[src/rtl/adder_seq_ctrl_r4.sv]
// Sequencer that steps the radix-4 online adder through eight stored vectors,
// streams operand digits MSD-first, collects the delayed result and scores it.
module adder_seq_ctrl_r4 #(
    parameter int unsigned n   = 6,
    parameter int unsigned c   = 3,
    parameter int unsigned LAT = 2
) (
    input  logic                 clk,
    input  logic                 reset,
    input  logic                 start,
    output logic [2:0]           test_select,
    input  logic [n*c-1:0]       x_vec,
    input  logic [n*c-1:0]       y_vec,
    input  logic [(n+1)*c-1:0]   z_vec,
    output logic                 adder_clr,
    output logic                 adder_en,
    output logic [c-1:0]         x_digit,
    output logic [c-1:0]         y_digit,
    input  logic [c-1:0]         sum_digit,
    output logic                 busy,
    output logic                 done,
    output logic [3:0]           pass_count,
    output logic [7:0]           fail_mask
);

    localparam int unsigned OPW       = n * c;
    localparam int unsigned RESW      = (n + 1) * c;
    localparam int unsigned FEED_LAST = n + LAT;
    localparam int unsigned KW        = $clog2(FEED_LAST + 1);

    typedef enum logic [2:0] {
        S_IDLE,
        S_LOAD,
        S_CLR,
        S_FEED,
        S_CHECK,
        S_DONE
    } state_e;

    state_e          state_q, state_d;
    logic [KW-1:0]   k_q, k_d;
    logic [2:0]      sel_q, sel_d;
    logic [OPW-1:0]  x_r_q, x_r_d;
    logic [OPW-1:0]  y_r_q, y_r_d;
    logic [RESW-1:0] z_r_q, z_r_d;
    logic [RESW-1:0] res_q, res_d;
    logic [3:0]      pass_q, pass_d;
    logic [7:0]      fail_q, fail_d;
    logic            clr_q, clr_d;
    logic            en_q, en_d;
    logic [c-1:0]    xd_q, xd_d;
    logic [c-1:0]    yd_q, yd_d;
    logic            busy_q, busy_d;
    logic            done_q, done_d;

    // Digit k of an operand (MSD at k=0); zero once k runs past the last digit.
    function automatic logic [c-1:0] op_digit(input logic [OPW-1:0] v, input logic [KW-1:0] k);
        op_digit = '0;
        for (int unsigned i = 0; i < n; i++) begin
            if (k == KW'(i)) op_digit = v[(n-i)*c-1 -: c];
        end
    endfunction

    always_ff @(posedge clk or posedge reset) begin
        if (reset) begin
            state_q <= S_IDLE;
            k_q     <= '0;
            sel_q   <= '0;
            x_r_q   <= '0;
            y_r_q   <= '0;
            z_r_q   <= '0;
            res_q   <= '0;
            pass_q  <= '0;
            fail_q  <= '0;
            clr_q   <= 1'b0;
            en_q    <= 1'b0;
            xd_q    <= '0;
            yd_q    <= '0;
            busy_q  <= 1'b0;
            done_q  <= 1'b0;
        end else begin
            state_q <= state_d;
            k_q     <= k_d;
            sel_q   <= sel_d;
            x_r_q   <= x_r_d;
            y_r_q   <= y_r_d;
            z_r_q   <= z_r_d;
            res_q   <= res_d;
            pass_q  <= pass_d;
            fail_q  <= fail_d;
            clr_q   <= clr_d;
            en_q    <= en_d;
            xd_q    <= xd_d;
            yd_q    <= yd_d;
            busy_q  <= busy_d;
            done_q  <= done_d;
        end
    end

    always_comb begin
        state_d = state_q;
        k_d     = k_q;
        sel_d   = sel_q;
        x_r_d   = x_r_q;
        y_r_d   = y_r_q;
        z_r_d   = z_r_q;
        res_d   = res_q;
        pass_d  = pass_q;
        fail_d  = fail_q;

        case (state_q)
            S_IDLE: begin
                if (start) begin
                    state_d = S_LOAD;
                    sel_d   = '0;
                    pass_d  = '0;
                    fail_d  = '0;
                end
            end
            S_LOAD: begin
                x_r_d   = x_vec;
                y_r_d   = y_vec;
                z_r_d   = z_vec;
                state_d = S_CLR;
            end
            S_CLR: begin
                k_d     = '0;
                res_d   = '0;
                state_d = S_FEED;
            end
            S_FEED: begin
                // Result digit j arrives LAT feed cycles after operand digit j.
                for (int unsigned j = 0; j <= n; j++) begin
                    if (k_q == KW'(j + LAT)) res_d[(n+1-j)*c-1 -: c] = sum_digit;
                end
                if (k_q == KW'(FEED_LAST)) begin
                    k_d     = '0;
                    state_d = S_CHECK;
                end else begin
                    k_d = k_q + KW'(1);
                end
            end
            S_CHECK: begin
                if (res_q == z_r_q) pass_d = pass_q + 4'd1;
                else                fail_d[sel_q] = 1'b1;
                if (sel_q == 3'd7) begin
                    state_d = S_DONE;
                end else begin
                    sel_d   = sel_q + 3'd1;
                    state_d = S_LOAD;
                end
            end
            S_DONE: state_d = S_IDLE;
            default: state_d = S_IDLE;
        endcase

        // Outputs are computed from the next state so they register in step with it.
        busy_d = (state_d != S_IDLE);
        done_d = (state_d == S_DONE);
        clr_d  = (state_d == S_CLR);
        en_d   = (state_d == S_FEED);
        xd_d   = en_d ? op_digit(x_r_q, k_d) : '0;
        yd_d   = en_d ? op_digit(y_r_q, k_d) : '0;
    end

    assign test_select = sel_q;
    assign adder_clr   = clr_q;
    assign adder_en    = en_q;
    assign x_digit     = xd_q;
    assign y_digit     = yd_q;
    assign busy        = busy_q;
    assign done        = done_q;
    assign pass_count  = pass_q;
    assign fail_mask   = fail_q;

endmodule

[config.mk]
export PLATFORM = sky130hd
export DESIGN_NAME = adder_seq_ctrl_r4
export DESIGN_NICKNAME = d
export VERILOG_FILES = /design/src/rtl/adder_seq_ctrl_r4.sv
export SDC_FILE = /design/constraint.sdc
export NUM_CORES = 1
export LEC_CHECK = 0
export CAP_MARGIN = 10
export CORE_MARGIN = 2
export CORE_UTILIZATION = 55
export CTS_BUF_LIST = sky130_fd_sc_hd__clkbuf_4
export CTS_CLUSTER_DIAMETER = 60
export DETAILED_ROUTE_END_ITERATION = 10
export PLACE_DENSITY_LB_ADDON = 0.25
export SETUP_SLACK_MARGIN = 0.15
export SYNTH_ARGS = -nofsm -noshare
export SYNTH_HDL_FRONTEND = slang
export SYNTH_SLANG_ARGS = --single-unit
[constraint.sdc]
create_clock -name clk -period 5.9 [get_ports clk]
set_clock_uncertainty 0.05 [all_clocks]
set_input_delay 1.77 -clock clk [delete_from_list [all_inputs] [get_ports clk]]
set_output_delay 1.77 -clock clk [all_outputs]
set_load 0.02 [all_outputs]
==> flow_summary_export.csv <==
group,metric,value,unit
timing,fin_crit_sh,60.9,%
power,powerDensity,208,nW/um2
cts,cts_sinks,110,
cells_and_area,layout_commonest_cell,"dfrtp_1",
floorplanning,boundaryPins,88,
critical_path,worst-r2r-cell-count,3,
synth,synth_fa_ha_area_share,1.68,%
floorplanning,core-area,9240,um2
cells_and_area,multi_input_area,2300,um2
cells_and_area,final_nets,569,
routing,totalWireLength,10.4,mm
global_route,antenna_found_initial,0,
cts,cts_tree,"built",
critical_path,critPathArrivalTime,1770,ps
synth,async_flop_share,100,%
routing,postRouteAntennaNets,0,
min_path,whs_path_depth,2,
routing,first_pass_iters,4,
timing,hold_viol,0,
floorplanning,die-area,10300,um2
min_path,worstHoldStart,"fail_mask[3]",
synth,synth_area_leaders,"dfrtp_1 53%, mux2_2 16%, mux2i_1 2.3%",
cts,htree_levels,3,
critical_path,worst_path_dominant_cell_family,"buffers and inverters",
routing,drc,0,
critical_path,crit_chain,"clkdlybuf4s50_1",
critical_path,crit_path_max_fanout,12,
critical_path,worstPathRequired,4080,ps
cells_and_area,fillers,716,
routing,vias,3500,
cells_and_area,utilization,68.0,%
synth,synth_mux_area_share,17.8,%
floorplanning,die-height,101,um
status,status,"finished, final reports clean",
routing,viasPerCell,5.53,
cts,clk_pin_slew,170,ps
timing,worst-slew-pin-transition,1010,ps
synth,yosys_warnings,0,
power,power_leakage,2.55,nW
cts,cts_setup_buffers,0,
timing,rsz0062_at_grt,"false",
synth,synthDominantCellAreaShare,52.8,%
routing,drt_iter0_drc,196,
critical_path,startpoint_type,"flip-flop",
timing,slew_headroom,32.5,%
floorplanning,die_x,101,um
placement,io_buffers,87,
synth,yosys.area.top_type,"dfrtp_1",
floorplanning,initial_utilization,56.5,%
synth,synthCells,422,
synth,ys_seq_elements,110,
critical_path,critPathBufInv,1,
synth,avgSynthCellArea,12.4,um2
cts,cts_hold_buffers,0,
synth,synth-simple-area-share,11.7,%
synth,synth_top_family_by_area,"multiplexers",
cts,clockRootBuffer,"clkbuf_4",
timing,setup_viol,0,
global_route,grt_usage,21.6,%
cells_and_area,drive_above_1_share,22.2,%
cts,cts_buffers,9,
critical_path,end_kind,"primary output",
synth,synth_xor_area_share,3.53,%
critical_path,critPathMaxStageDelay,700,ps
min_path,hp-class,"reg2reg",
routing,wl_per_cell,16.4,um
critical_path,cp_slowest_cell,"clkdlybuf4s50_1",
timing,maxSlewViolCount,0,
global_route,grt_pass1_wl,17.4,mm
placement,place_hpwl,7.46,mm
global_route,grt_max_degree,85,
synth,syn_nets,492,
cells_and_area,area_growth_syn_to_layout,20.5,%
flow_run,maxCapViolations,0,
critical_path,r2r_start,"state_q[0]",
critical_path,rr_endpoint,"y_r_q[5]",
synth,synth-edff-count,0,
placement,gp_congestion,0.785,
timing,min_period,3590,ps
synth,netlist_area,5220,um2
critical_path,rrSetupSlack,3120,ps
synth,seq_area_frac_synth,52.8,%
critical_path,path_class,"reg2out",
cts,cts_buffer_depth,2,
synth,yosysUniqueCellTypes,65,
power,ir_worst_vdd,0.161,mV
cells_and_area,mostFrequentLayoutCells,"110 x dfrtp_1, 87 x clkdlybuf4s50_1, 72 x mux2_2",
cts,clk_latency,480,ps
critical_path,startpoint,"test_select[1]",
cts,postCtsResizedCells,0,
synth,synth-main-ff-cell,"dfrtp_1",
cells_and_area,seqCellArea,2750,um2
global_route,grt_pass1_vias,3581,
timing,fmax,278,MHz
floorplanning,rows,35,
min_path,whs_endpoint,"fail_mask[3]",
cells_and_area,antenna-diode-count,0,
global_route,grt_overflow,0,
timing,finalSetupTns,0,ps
synth,synth-compound-area-share,9.11,%
cell usage after synthesis (all sizes together), types with 2 or more instances:
master / instances
a21o: 2
a31o: 2
clkbuf: 6
nand2b: 2
nand3: 5
nand4: 5
or2: 2
xnor2: 10
buf: 17
nand3b: 3
nor3: 4
mux2: 72
xor2: 11
or4: 2
nor4b: 5
a221oi: 2
a22o: 7
ha: 7
a32o: 2
o211ai: 3
and3b: 3
dfrtp: 110
mux2i: 12
a211oi: 2
o21ai: 22
nand2: 25
nor4: 4
and2: 8
o32a: 3
nor2: 23
a21oi: 18
inv: 8
cells by family (layout without fill, tap and decap cells):
group / count (synthesis) / after routing
compound gates: 69 / 69
xor+xnor: 21 / 21
fa+ha+maj: 7 / 7
buf+inv: 31 / 113
flops: 110 / 110
mux: 84 / 84
simple gates: 100 / 100
flip-flops by register name, summed over array words and instances (netlist names), 4 cells and up:
| register | count |
|---|---|
| fail_mask | 8 |
| k_q | 4 |
| pass_count | 4 |
| res_q | 21 |
| x_r_q | 18 |
| y_r_q | 18 |
| z_r_q | 21 |
worst max-delay path by stage:
stage                endpoint  slack [ps]  cells past startpoint
2_1_floorplan       adder_clr        1180                      1
3_3_place_gp             busy        2460                      3
3_5_place_dp     fail_mask[5]        2380                      5
4_1_cts        test_select[1]        2300                      1
5_1_grt        test_select[1]        2220                      1
6_report       test_select[1]        2310                      1
metal layers:
metal,vias to the layer above,share of wire [%],global-route usage [%]
li1,1663,-,-
met1,1727,45,29.7
met2,98,49,35.0
met3,12,4.6,4.90
met4,0,1.2,5.82
met5,-,0,0
final cells by class:
cell class,instances,area share [%]
inverter,8,0.517
sequential,110,43.8
clock inverter,7,1.45
multi-input combinational,281,36.5
tap,129,2.57
timing repair buffer,89,14.1
clock buffer,9,1.07
where the power goes:
part / total (mW) / internal (mW) / switching (mW)
sequential: 0.800 / 0.781 / 0.0190
clock: 0.407 / 0.139 / 0.268
combinational: 0.100 / 0.0647 / 0.0356
total: 1.31 / 0.986 / 0.322
per-stage QoR:
step | hold WS [ps] | cells | instance area [um2] | setup WS, ps | power, mW
global route | 489 | 633 | 6290 | 2220 | 1.36
global placement | 427 | 617 | 6130 | 2460 | 0.912
floorplan | 422 | 422 | 5220 | 1180 | 0.857
finish | 463 | 633 | 6290 | 2310 | 1.31
detailed placement | 434 | 617 | 6130 | 2380 | 0.917
CTS | 472 | 633 | 6290 | 2300 | 1.32
No activity file was read; power rests on OpenSTA's default activity.
